**config.mk**
```make
export PLATFORM = sky130hd
export DESIGN_NAME = disp_arbiter
export DESIGN_NICKNAME = d
export VERILOG_FILES = /design/src/rtl/disp_pkg.sv /design/src/rtl/disp_arbiter_rr_pick.sv /design/src/rtl/disp_arbiter.sv
export SDC_FILE = /design/constraint.sdc
export NUM_CORES = 1
export LEC_CHECK = 0
export BUFFER_PORTS_ARGS = -buffer_cell sky130_fd_sc_hd__buf_2
export CELL_PAD_IN_SITES_DETAIL_PLACEMENT = 1
export CELL_PAD_IN_SITES_GLOBAL_PLACEMENT = 1
export CORE_UTILIZATION = 42
export CTS_CLUSTER_SIZE = 40
export DETAILED_ROUTE_END_ITERATION = 12
export GPL_TIMING_DRIVEN = 0
export PLACE_DENSITY_LB_ADDON = 0.1
export SYNTH_ARGS = -nofsm -noshare
export SYNTH_HDL_FRONTEND = slang
export SYNTH_SLANG_ARGS = --single-unit
```
**constraint.sdc**
```tcl
create_clock -name i_clk -period 6.26 [get_ports i_clk]
set_input_delay 0.313 -clock i_clk [delete_from_list [all_inputs] [get_ports i_clk]]
set_output_delay 0.313 -clock i_clk [all_outputs]
set_load 0.01 [all_outputs]
```
**src/rtl/disp_pkg.sv**
```systemverilog
// disp_pkg: shared FSM state encoding and owner-index width for the display arbiter
package disp_pkg;
  localparam int OW = 3;
  typedef enum logic {IDLE = 1'b0, SHOW = 1'b1} state_t;
endpackage

```
**src/rtl/disp_arbiter_rr_pick.sv**
```systemverilog
// rr_pick: combinational round-robin search from (i_ptr+1) mod N -> o_pick one-hot, o_idx, o_valid
module rr_pick
  import disp_pkg::*;
#(
  parameter int N = 3
) (
  input  logic [N-1:0]  i_req,
  input  logic [OW-1:0] i_ptr,
  output logic [N-1:0]  o_pick,
  output logic [OW-1:0] o_idx,
  output logic          o_valid
);
  always_comb begin
    o_idx = '0;
    o_valid = 1'b0;
    o_pick = '0;
    for (int i = N; i >= 1; i--) begin
      if (i_req[(int'(i_ptr) + i) % N]) begin
        o_idx = OW'((int'(i_ptr) + i) % N);
        o_valid = 1'b1;
      end
    end
    for (int j = 0; j < N; j++) o_pick[j] = o_valid && (o_idx == OW'(j));
  end
endmodule

```
**src/rtl/disp_arbiter.sv**
```systemverilog
// disp_arbiter: round-robin owner of one multi7 display (i_req/i_values in, o_grant/o_owner/o_digits/o_blank out) with minimum dwell
module disp_arbiter
  import disp_pkg::*;
#(
  parameter int DIGITS       = 4,
  parameter int REQUESTERS   = 3,
  parameter int DWELL_CYCLES = 50_000_000
) (
  input  logic                           i_clk,
  input  logic                           i_rst,
  input  logic [REQUESTERS-1:0]          i_req,
  input  logic [REQUESTERS*DIGITS*4-1:0] i_values,
  output logic [REQUESTERS-1:0]          o_grant,
  output logic [DIGITS*4-1:0]            o_digits,
  output logic                           o_blank,
  output logic [OW-1:0]                  o_owner
);
  localparam int CW = DWELL_CYCLES > 1 ? $clog2(DWELL_CYCLES) : 1;
  localparam int DW = DIGITS * 4;
  state_t                r_state, w_nxt_state;
  logic [REQUESTERS-1:0] r_grant, w_nxt_grant, w_pick;
  logic [OW-1:0]         r_owner, r_ptr, w_idx, w_nxt_owner, w_nxt_ptr;
  logic [CW-1:0]         r_cnt, w_nxt_cnt;
  logic [DW-1:0]         r_digits, w_nxt_digits;
  logic                  r_blank, w_valid, w_sat, w_drop, w_switch;

  rr_pick #(.N(REQUESTERS)) u_rr (
    .i_req  (i_req),
    .i_ptr  (r_ptr),
    .o_pick (w_pick),
    .o_idx  (w_idx),
    .o_valid(w_valid)
  );

  always_ff @(posedge i_clk or posedge i_rst) begin
    if (i_rst) begin
      r_state <= IDLE;
      r_grant <= '0;
      r_owner <= '0;
      r_ptr <= OW'(REQUESTERS - 1);
      r_cnt <= '0;
      r_digits <= '0;
      r_blank <= 1'b1;
    end else begin
      r_state <= w_nxt_state;
      r_grant <= w_nxt_grant;
      r_owner <= w_nxt_owner;
      r_ptr <= w_nxt_ptr;
      r_cnt <= w_nxt_cnt;
      r_digits <= w_nxt_digits;
      r_blank <= w_nxt_state == IDLE;
    end
  end

  // a drop (owner no longer requesting, always true in IDLE) or an expired dwell reopens arbitration
  always_comb begin
    w_sat = r_cnt == CW'(DWELL_CYCLES - 1);
    w_drop = !(|(i_req & r_grant));
    w_switch = w_drop || w_sat;
    w_nxt_state = w_switch ? (w_valid ? SHOW : IDLE) : r_state;
  end

  // search ends on the owner itself, so an expired owner with no rivals re-picks itself and keeps its saturated count
  always_comb begin
    w_nxt_grant = w_switch ? w_pick : r_grant;
    w_nxt_owner = w_switch ? w_idx : r_owner;
    w_nxt_ptr = (w_switch && w_valid) ? w_idx : r_ptr;
    w_nxt_cnt = !w_switch ? r_cnt + 1'b1 : (!w_drop && w_idx == r_owner) ? r_cnt : '0;
    w_nxt_digits = '0;
    for (int k = 0; k < REQUESTERS; k++)
      if (w_nxt_state == SHOW && w_nxt_owner == OW'(k)) w_nxt_digits = i_values[k*DW +: DW];
  end

  assign o_grant = r_grant;
  assign o_owner = r_owner;
  assign o_digits = r_digits;
  assign o_blank = r_blank;
endmodule

```
==> summary.txt <==
GRT
  • Vias in the first global route: roughly 3600
  • Total GRT Usage: approximately a quarter
  • Initial antenna violation count: 0
  • First-pass GRT wire length: between 15000 and 20000 um
  • Grt ovf: 0
  • Largest net degree at the start of global routing: 31

Outcome
  • Status: complete, no violations

Place
  • GP Congestion: 0.854
  • Port bufs: 75
  • DPL Wire Length: approximately 8400 um
  • Pre-CTS WS: -457 ps

Clock network
  • CTS tree: yes
  • Htree depth: 2
  • CTS Buf Count: 5
  • CTS Sinks: between 50 and 60
  • Clock Tree Root: clkbuf_8
  • Worst-path clk slew: 100 ps
  • Cts hold-fix bufs: 0
  • Clk_lat worst skew: about 320 ps
  • Clock Path Buffers: 2

Worst setup path
  • Buf/Inv on CP: 5
  • CP Capture Type: flip-flop
  • Crit path cell chain: buf_2 > clkbuf_2 > clkbuf_4 > inv_1 > ha_1 > xor2_2 > nor2_1 > ha_1 > ha_1 > a21o_1 > o21a_1 > or2_2 > ha_1 > a221oi_4 > nand2_1 > mux2i_2 > a2111oi_2 > or4_4 > a2111oi_4 > buf_4 > o2bb2ai_1
  • Crit Path Max Fanout: 10
  • Top delay family on crit path: compound AO/OA/AOI/OAI gates
  • CP most frequent cell: ha_1
  • Worst path slowest cell: or4_4
  • Worst endpoint required time: 6500 ps
  • Setup crit start kind: flip-flop
  • Critical Path Max Stage Delay: 570 ps
  • WP data arrival: between 6000 and 7000 ps
  • Critical path class: reg2reg

Timing
  • Final setup viols: 0
  • Setup slack after layout: roughly 360 ps
  • Max Slew Vio Count: 0
  • Final period utilization: a little over nine tenths
  • Max_slew headroom: a little under three fifths
  • Fmax achieved: ~170 MHz
  • Final min period: 5900 ps
  • Final clock skew: approximately 9.5 ps
  • Final hold vios: 0
  • RSZ-0062 raised after global routing: false
  • Worst-Margin Slew: about 660 ps

Run
  • Max-Cap Viols: 0

Synth
  • Cells after synthesis: just under 400
  • Flops & latches, synth: between 50 and 60
  • Ys flop type: dfrtp_1
  • Area contributors post-synth: dfrtp_1, ha_1, mux2i_1, xor2_1, nand2_1
  • Area fraction of the dominant cell type after synthesis: about 34%
  • Asr flop ratio synth: between 90% and 100%
  • Count of cell types in the netlist: slightly above 70
  • Synth area leader: dfrtp_1
  • Warnings from Yosys: 0
  • Synth Cell Area: about 3700 um^2
  • Post-synth net total: roughly 470
  • Register area share after synthesis: between 30% and 40%
  • Synthesized area per cell: around 9.5 um^2
  • Post-synth EDFFs: 0

Drt
  • Drt pass-1 iters: 4
  • Top Metal Used: met4
  • Via/cell ratio: 5.71
  • WL met1: between 5000 and 6000 um
  • DRC violation count after routing: 0
  • Drt wl/cell: 18.5 um
  • Met3 wire len: between 400 and 500 um
  • Final WL: around 11000 um
  • DR iter-0 viols: 93
  • Vias: 3329
  • Routed Antenna Nets: 0
  • Metal2 WL: 5200 um

Cells and area
  • Nets: between 500 and 600
  • Fraction of layout instances using a drive strength above 1: between 20% and 30%
  • # fillers: 1000
  • Area Growth Syn to Fin: 19.9%
  • Most frequent cells in the layout: buf_2, dfrtp_1, nand2_1
  • Commonest non-fill, non-tap cell in the layout: buf_2
  • Inserted Diodes: 0

Floorplan
  • Core outline area: about 8400 um^2
  • Die area: between 9000 and 10000 um^2
  • Row cnt: 33
  • Top Ports: 76
  • Die width: approximately 96 um
  • Die H: 96.2 um
  • Starting Density: 44.4%

Min path
  • Worst min path class: in2async
-- synthesized netlist by cell type (all sizes together) (3+ instances only) --
master and instances:
a211oi 10, a21o 5, a21oi 10, and2 4, and3 5, buf 7, clkbuf 8, dfrtp 51
ha 22, inv 19, mux2i 23, nand2 38, nand2b 4, nand3 15, nand4 9, nor2 23
nor2b 4, nor3 6, nor4 3, o21a 4, o21ai 20, o2bb2ai 17, o31ai 4, or2 5
or3 5, or4 3, xnor2 13, xor2 17
-- timing repair --
item,CTS,global route
gates resized for setup,6,15
pin swaps,1,1
buffers inserted,1,0
endpoints found under the setup margin,36,32
-- cell type report --
cell class	count	area, um^2	area share [%]
Sequential cell	53	1330	29.8
Tap cell	105	131	2.94
Multi-Input combinational cell	305	2320	51.9
Clock inverter	3	46.3	1.04
Timing Repair Buffer	77	403	9.02
Clock buffer	5	68.8	1.54
Buffer	15	91.3	2.05
Inverter	20	75.1	1.68
-- state kept, by name, indices dropped and copies added, names as in the netlist --
register,count
r_ptr,3
r_state,1
r_cnt,26
o_blank,1
o_owner,3
o_digits,16
o_grant,3
-- path summary, 6_finish.rpt --
check	slack, ps	start	cells past startpoint	to
max	360	r_ptr[0]	21	o_digits[2]
min	9	i_rst	2	o_grant[1]
max reg2reg	360	r_ptr[0]	21	o_digits[2]
min reg2reg	550	o_grant[0]	2	o_grant[0]
max in group asynchronous	5650	i_rst	3	r_ptr[1]
min in group i_clk	190	i_values[16]	2	o_digits[0]
-- kinds of logic after synthesis --
group,after synthesis,share of synthesized area [%]
compound gates,96,20.4
xor+xnor,30,7.06
fa+ha+maj,22,7.39
buf+inv,35,4.20
flops,53,35.7
mux,25,6.89
simple gates,132,18.3
-- through the flow --
| step | std cells | setup TNS (ps) | instance area (um^2) | hold slack [ps] | utilization (%) |
|---|---|---|---|---|---|
| after floorplan | 393 | 0 | 3720 | 426 | - |
| after global placement | 573 | -5800 | 4230 | 519 | 50.5 |
| final | 583 | 0 | 4470 | 8.66 | 53.3 |
| after CTS | 583 | 0 | 4400 | 26.2 | 52.5 |
| after detailed placement | 574 | -11250 | 4250 | 382 | 50.7 |
| after global routing | 583 | 0 | 4470 | 57.8 | 53.3 |
-- per-layer routing --
layer  vias up  global-route usage, %
met3         8                   5.53
met5         -                      0
met1      1643                   33.1
met4         0                   5.97
li1       1607                      -
met2        71                   41.4
Power is left out: the tool's default activity adds up to more than one toggle a clock period on the data nets, which glitch-free logic cannot reach.
